## config.mk

```make
export PLATFORM = sky130hd
export DESIGN_NAME = edp_diag_port
export DESIGN_NICKNAME = d
export VERILOG_FILES = /design/src/rtl/edp_diag_port.sv
export SDC_FILE = /design/constraint.sdc
export NUM_CORES = 1
export LEC_CHECK = 0
export CAP_MARGIN = 20
export CORE_MARGIN = 10
export CORE_UTILIZATION = 53
export CTS_BUF_LIST = sky130_fd_sc_hd__clkbuf_2 sky130_fd_sc_hd__clkbuf_4 sky130_fd_sc_hd__clkbuf_8
export CTS_CLUSTER_DIAMETER = 120
export DETAILED_ROUTE_END_ITERATION = 10
export GPL_TIMING_DRIVEN = 0
export MAX_ROUTING_LAYER = met4
export PLACE_DENSITY = 0.95
export RECOVER_POWER = 25
export SLEW_MARGIN = 20
export SYNTH_ARGS = -nofsm -noshare
export SYNTH_HDL_FRONTEND = slang
export SYNTH_SLANG_ARGS = --single-unit
```

## constraint.sdc

```tcl
create_clock -name clk -period 15.62 [get_ports clk]
set_clock_uncertainty 0.15 [all_clocks]
set_input_delay 4.686 -clock clk [delete_from_list [all_inputs] [get_ports clk]]
set_output_delay 4.686 -clock clk [all_outputs]
set_load 0.01 [all_outputs]
```

## src/rtl/edp_diag_port.sv

```systemverilog
// EBOX diagnostic access sequencer: AR deposit via override, data-path examine via EBUS diag read.
// Optional EBUS/response odd parity when EDP_DIAG_PARITY_EN is defined.
module edp_diag_port #(
    parameter int SETTLE_CYC  = 2,
    parameter int TIMEOUT_CYC = 255
) (
    input  logic        clk,
    input  logic        reset,
    input  logic        cmd_valid,
    output logic        cmd_ready,
    input  logic [1:0]  cmd_op,
    input  logic [2:0]  cmd_sel,
    input  logic [0:35] cmd_data,
    output logic        overrideAR,
    output logic [0:35] ARvalue,
    input  logic        ebus_grant,
    output logic        diag_read,
    output logic [2:0]  diag_sel,
    input  logic [0:35] ebus_data,
`ifdef EDP_DIAG_PARITY_EN
    input  logic        ebus_par,
    output logic        rsp_par,
`endif
    output logic        rsp_valid,
    input  logic        rsp_ready,
    output logic [0:35] rsp_data,
    output logic        rsp_err,
    output logic        busy
);

    typedef enum logic [2:0] {IDLE, DEP, EX_REQ, EX_DRV, RESP} state_t;

    localparam logic [1:0] OP_DEP = 2'b00;
    localparam logic [1:0] OP_EX  = 2'b01;
    localparam logic [1:0] OP_VFY = 2'b10;

    state_t      state_q, state_d;
    logic [1:0]  op_q, op_d;
    logic [2:0]  sel_q, sel_d;
    logic [0:35] data_q, data_d;
    logic [7:0]  cnt_q, cnt_d;

    logic        cmd_ready_q, cmd_ready_d;
    logic        override_q, override_d;
    logic [0:35] arvalue_q, arvalue_d;
    logic        diag_read_q, diag_read_d;
    logic [2:0]  diag_sel_q, diag_sel_d;
    logic        rsp_valid_q, rsp_valid_d;
    logic [0:35] rsp_data_q, rsp_data_d;
    logic        rsp_err_q, rsp_err_d;
    logic        busy_q, busy_d;
    logic        par_err;

`ifdef EDP_DIAG_PARITY_EN
    logic        rsp_par_q, rsp_par_d;
    assign par_err = ~(^{ebus_data, ebus_par});
`else
    assign par_err = 1'b0;
`endif

    always_comb begin
        state_d    = state_q;
        op_d       = op_q;
        sel_d      = sel_q;
        data_d     = data_q;
        cnt_d      = cnt_q;
        rsp_data_d = rsp_data_q;
        rsp_err_d  = rsp_err_q;

        case (state_q)
            IDLE: begin
                if (cmd_valid && cmd_ready_q) begin
                    op_d   = cmd_op;
                    // verify always reads back AR
                    sel_d  = (cmd_op == OP_VFY) ? 3'd0 : cmd_sel;
                    data_d = cmd_data;
                    cnt_d  = 8'd0;
                    case (cmd_op)
                        OP_DEP, OP_VFY: state_d = DEP;
                        OP_EX:          state_d = EX_REQ;
                        default: begin
                            state_d    = RESP;
                            rsp_data_d = '0;
                            rsp_err_d  = 1'b1;
                        end
                    endcase
                end
            end
            DEP: begin
                if (op_q == OP_DEP) begin
                    state_d    = RESP;
                    rsp_data_d = data_q;
                    rsp_err_d  = 1'b0;
                end else begin
                    state_d = EX_REQ;
                    cnt_d   = 8'd0;
                end
            end
            EX_REQ: begin
                if (ebus_grant) begin
                    state_d = EX_DRV;
                    cnt_d   = 8'd0;
                end else if (cnt_q == 8'(TIMEOUT_CYC - 1)) begin
                    state_d    = RESP;
                    cnt_d      = 8'd0;
                    rsp_data_d = '0;
                    rsp_err_d  = 1'b1;
                end else begin
                    cnt_d = cnt_q + 8'd1;
                end
            end
            EX_DRV: begin
                // grant is not rechecked here; the data path owns EBUS until capture
                if (cnt_q == 8'(SETTLE_CYC - 1)) begin
                    state_d    = RESP;
                    cnt_d      = 8'd0;
                    rsp_data_d = ebus_data;
                    rsp_err_d  = ((op_q == OP_VFY) && (ebus_data != data_q)) || par_err;
                end else begin
                    cnt_d = cnt_q + 8'd1;
                end
            end
            RESP: begin
                if (rsp_ready) begin
                    state_d    = IDLE;
                    rsp_data_d = '0;
                    rsp_err_d  = 1'b0;
                end
            end
            default: state_d = IDLE;
        endcase

        cmd_ready_d = (state_d == IDLE);
        override_d  = (state_d == DEP);
        arvalue_d   = (state_d == DEP) ? data_d : '0;
        diag_read_d = (state_d == EX_DRV);
        diag_sel_d  = (state_d == EX_DRV) ? sel_d : 3'd0;
        rsp_valid_d = (state_d == RESP);
        busy_d      = (state_d != IDLE);
    end

`ifdef EDP_DIAG_PARITY_EN
    assign rsp_par_d = (state_d == RESP) ? ~(^rsp_data_d) : 1'b0;
`endif

    always_ff @(posedge clk or posedge reset) begin
        if (reset) begin
            state_q     <= IDLE;
            op_q        <= 2'b00;
            sel_q       <= 3'd0;
            data_q      <= '0;
            cnt_q       <= 8'd0;
            cmd_ready_q <= 1'b1;
            override_q  <= 1'b0;
            arvalue_q   <= '0;
            diag_read_q <= 1'b0;
            diag_sel_q  <= 3'd0;
            rsp_valid_q <= 1'b0;
            rsp_data_q  <= '0;
            rsp_err_q   <= 1'b0;
            busy_q      <= 1'b0;
`ifdef EDP_DIAG_PARITY_EN
            rsp_par_q   <= 1'b0;
`endif
        end else begin
            state_q     <= state_d;
            op_q        <= op_d;
            sel_q       <= sel_d;
            data_q      <= data_d;
            cnt_q       <= cnt_d;
            cmd_ready_q <= cmd_ready_d;
            override_q  <= override_d;
            arvalue_q   <= arvalue_d;
            diag_read_q <= diag_read_d;
            diag_sel_q  <= diag_sel_d;
            rsp_valid_q <= rsp_valid_d;
            rsp_data_q  <= rsp_data_d;
            rsp_err_q   <= rsp_err_d;
            busy_q      <= busy_d;
`ifdef EDP_DIAG_PARITY_EN
            rsp_par_q   <= rsp_par_d;
`endif
        end
    end

    assign cmd_ready  = cmd_ready_q;
    assign overrideAR = override_q;
    assign ARvalue    = arvalue_q;
    assign diag_read  = diag_read_q;
    assign diag_sel   = diag_sel_q;
    assign rsp_valid  = rsp_valid_q;
    assign rsp_data   = rsp_data_q;
    assign rsp_err    = rsp_err_q;
    assign busy       = busy_q;
`ifdef EDP_DIAG_PARITY_EN
    assign rsp_par    = rsp_par_q;
`endif

endmodule

```

==> reports/results.ini <==
[final_layout]
area_growth_pct = 37.7
fill_cells = 724
multi_input_area_um2 = 2300
final_util = 0.741
nets = 758
final_cell_mix = clkdlybuf4s50_1 (161), dfrtp_1 (132), nor2_1 (44)
layout_commonest_cell = clkdlybuf4s50_1
final_cells = 826
drive_above_1_share = 0.161
register_area_um2 = 3330
stdcell_area_um2 = 7990

[logic_synthesis]
synth_cells = 491
async_flop_share = 1.00
ys.warnings.count = 0
synth_compound_area_frac = 0.134
syn_area_um2 = 5800
synth_adder_area_share = 0.00647
synth.avg_cell_area_um2 = 11.8
synthXorXnorAreaFrac = 0.0573
syn-num-nets = 576
synth-edff-count = 0
synth-main-ff-cell = dfrtp_1
synth-simple-area-share = 0.127
synth_top_family_by_area = compound AO/OA/AOI/OAI gates
synthMuxAreaShare = 0.0718
ys_ff_latch = 133
synth_cell_types = 48
synth-seq-area-share = 0.574

[detailed_routing]
vias = 4671
drc = 0
drt_iter0_drc = 343
avgViaCountPerCell = 5.65
antenna_left = 0
drtPass1Iterations = 5
routed_wl_mm = 17.6
post_drt_wl_per_cell_um = 21.3

[power_and_ir_drop]
p_leak_nw = 3.34
power_mw = 1.62
ir_drop_uv = 120
power.density_nw_per_um2 = 203

[global_route]
grt_pass1_wl_mm = 27.6
grt_pass1_vias = 4991
grt_start_max_net_pins = 69
grt.total_usage = 0.230
grt-ovfl-total = 0
antenna_found_initial = 2

[worst_setup_path]
path_class = input port to async pin
r2r-end = ARvalue[19]
reg2reg_slack_ps = 12910
critPathBufInv = 3
cp-end-kind = async pin
crit_chain = dlygate4sd3_1 -> clkinvlp_2 -> clkbuf_1
cp.required_ps = 15240
cpPeakStageDelay_ps = 2530
worst-path-max-fanout = 68
cp_slowest_cell = clkbuf_1
r2r-start = state_q[1]
worst_ep_arrival_time_ps = 9440
cp-start-kind = input port
r2r_cells = 6
path_delay_family = buffers and inverters

[timing]
maxSlewHeadroom = -1.29
tightestPinTransition_ps = 3440
slew_viol_final = 136
layout_setup_ws_ps = 5800
setup_tns_ps = 0
setup_violations = 0
max_freq_ghz = 0.102
rsz0062_at_grt = false
hold_slack_ps = 345
fin_crit_sh = 0.629
hold_violations = 0
layout_min_cycle_time_ps = 9820

[placement]
pre_cts_slack_ps = 8620
io_buffers = 162
place_hpwl_mm = 13.1
dpl.cell_count = 794
routabilityCongestion = 0.857
placed_cell_area_um2 = 7640

[cts]
cts_setup_buffers = 0
ctsHoldBuffers = 0
cts-root-buf = clkbuf_8
cts.sinks = 133
htreeDepth = 4
ctsResizeCount = 0
cts_tree = yes
clkLatencyLatePin_ps = 440
path_clk_slew_ps = 70
cts_buffers = 17
clock_path_buffers = 2

[floorplanning]
die-area_um2 = 15500
start_util = 0.538
boundaryPins = 163
rows = 38
die_h_um = 125
die_w_um = 125
core_um2 = 10800

[min_path]
worst_hold_path_type = register to register
holdPathEnd = sel_q[2]
hold_path_depth = 2
min-delay-start = sel_q[2]

[run_status]
failed_checks = max-capacitance violations, max-slew violations
outcome = complete, but fails checks

[flow_run]
cap_viol_max_count = 2

## power breakdown
group          switching (mW)  leakage, nW  internal, mW
clock                   0.129        0.198         0.151
sequential             0.0915         1.69         0.476
combinational           0.408         1.45         0.364
total                   0.628         3.34         0.992
## Yosys cell counts (2+ instances only)
cell	count	share of area
inv_1	5	0.0032
a21o_1	3	0.0039
clkbuf_1	15	0.0097
o221ai_1	2	0.0030
or3_1	2	0.0022
buf_4	4	0.0052
buf_2	4	0.0034
o21ai_0	13	0.011
nor3_1	6	0.0052
buf_1	2	0.0013
xnor2_1	37	0.056
a21oi_2	24	0.036
buf_6	3	0.0058
nor3b_1	3	0.0039
nand3_1	4	0.0034
nand4_1	11	0.012
nor2b_1	3	0.0032
nand2_1	17	0.011
a21oi_1	14	0.012
o21bai_1	4	0.0052
and2_1	40	0.043
nor2_1	44	0.028
dfrtp_1	132	0.57
a22oi_1	37	0.048
mux2_2	37	0.072
ha_1	3	0.0065
## sequential cells by signal (all words and copies together) (netlist names), 2 cells and up
| signal | count |
|---|---|
| ARvalue | 36 |
| data_q | 36 |
| rsp_data | 36 |
| cnt_q | 8 |
| diag_sel | 3 |
| sel_q | 3 |
| state_q | 3 |
| op_q | 2 |
## routing by layer
layer	global-route usage	part of all wire	vias to the layer above
li1	-	-	2084
met1	0.251	0.39	2350
met2	0.381	0.51	193
met3	0.0694	0.069	44
met4	0.0994	0.033	0
met5	-	0	-
## how the worst max path moves through the flow
stage / start / end / slack (ps) / cells after the start
2_1_floorplan: reset / ARvalue[0] / 7230 / 1
3_3_place_gp: reset / data_q[12] / 5610 / 2
3_5_place_dp: cmd_valid / ARvalue[10] / 8620 / 5
4_1_cts: cmd_valid / ARvalue[10] / 9090 / 5
5_1_grt: reset / cnt_q[5] / 4760 / 3
6_report: reset / cnt_q[5] / 5800 / 3
## area by class of cell
type	instances	area share
multi-input combinational	324	0.288
tap	140	0.0219
antenna	2	0.000626
clock buffer	21	0.0346
buffer	28	0.0185
sequential	133	0.417
clock inverter	9	0.0131
timing repair buffer	163	0.203
inverter	6	0.00297
## kinds of logic (layout without fill, tap and decap cells)
kind of cell / after synthesis / in the layout
multiplexers: 37 / 37
AND/OR/NAND/NOR: 139 / 139
buffers and inverters: 34 / 227
flip-flops: 133 / 133
other: 0 / 2
AO/OA/AOI/OAI: 107 / 107
XOR/XNOR: 38 / 38
adder cells (fa/ha/maj): 3 / 3
## worst register-to-register path, stage by stage (launching register included)
cell and delay, ps:
dfrtp_1 380, clkbuf_1 200, nor3_1 280, nand3_1 260
nor2_1 680, clkbuf_1 480, and2_1 220
Note: power is estimated with default switching activity, not from simulation.
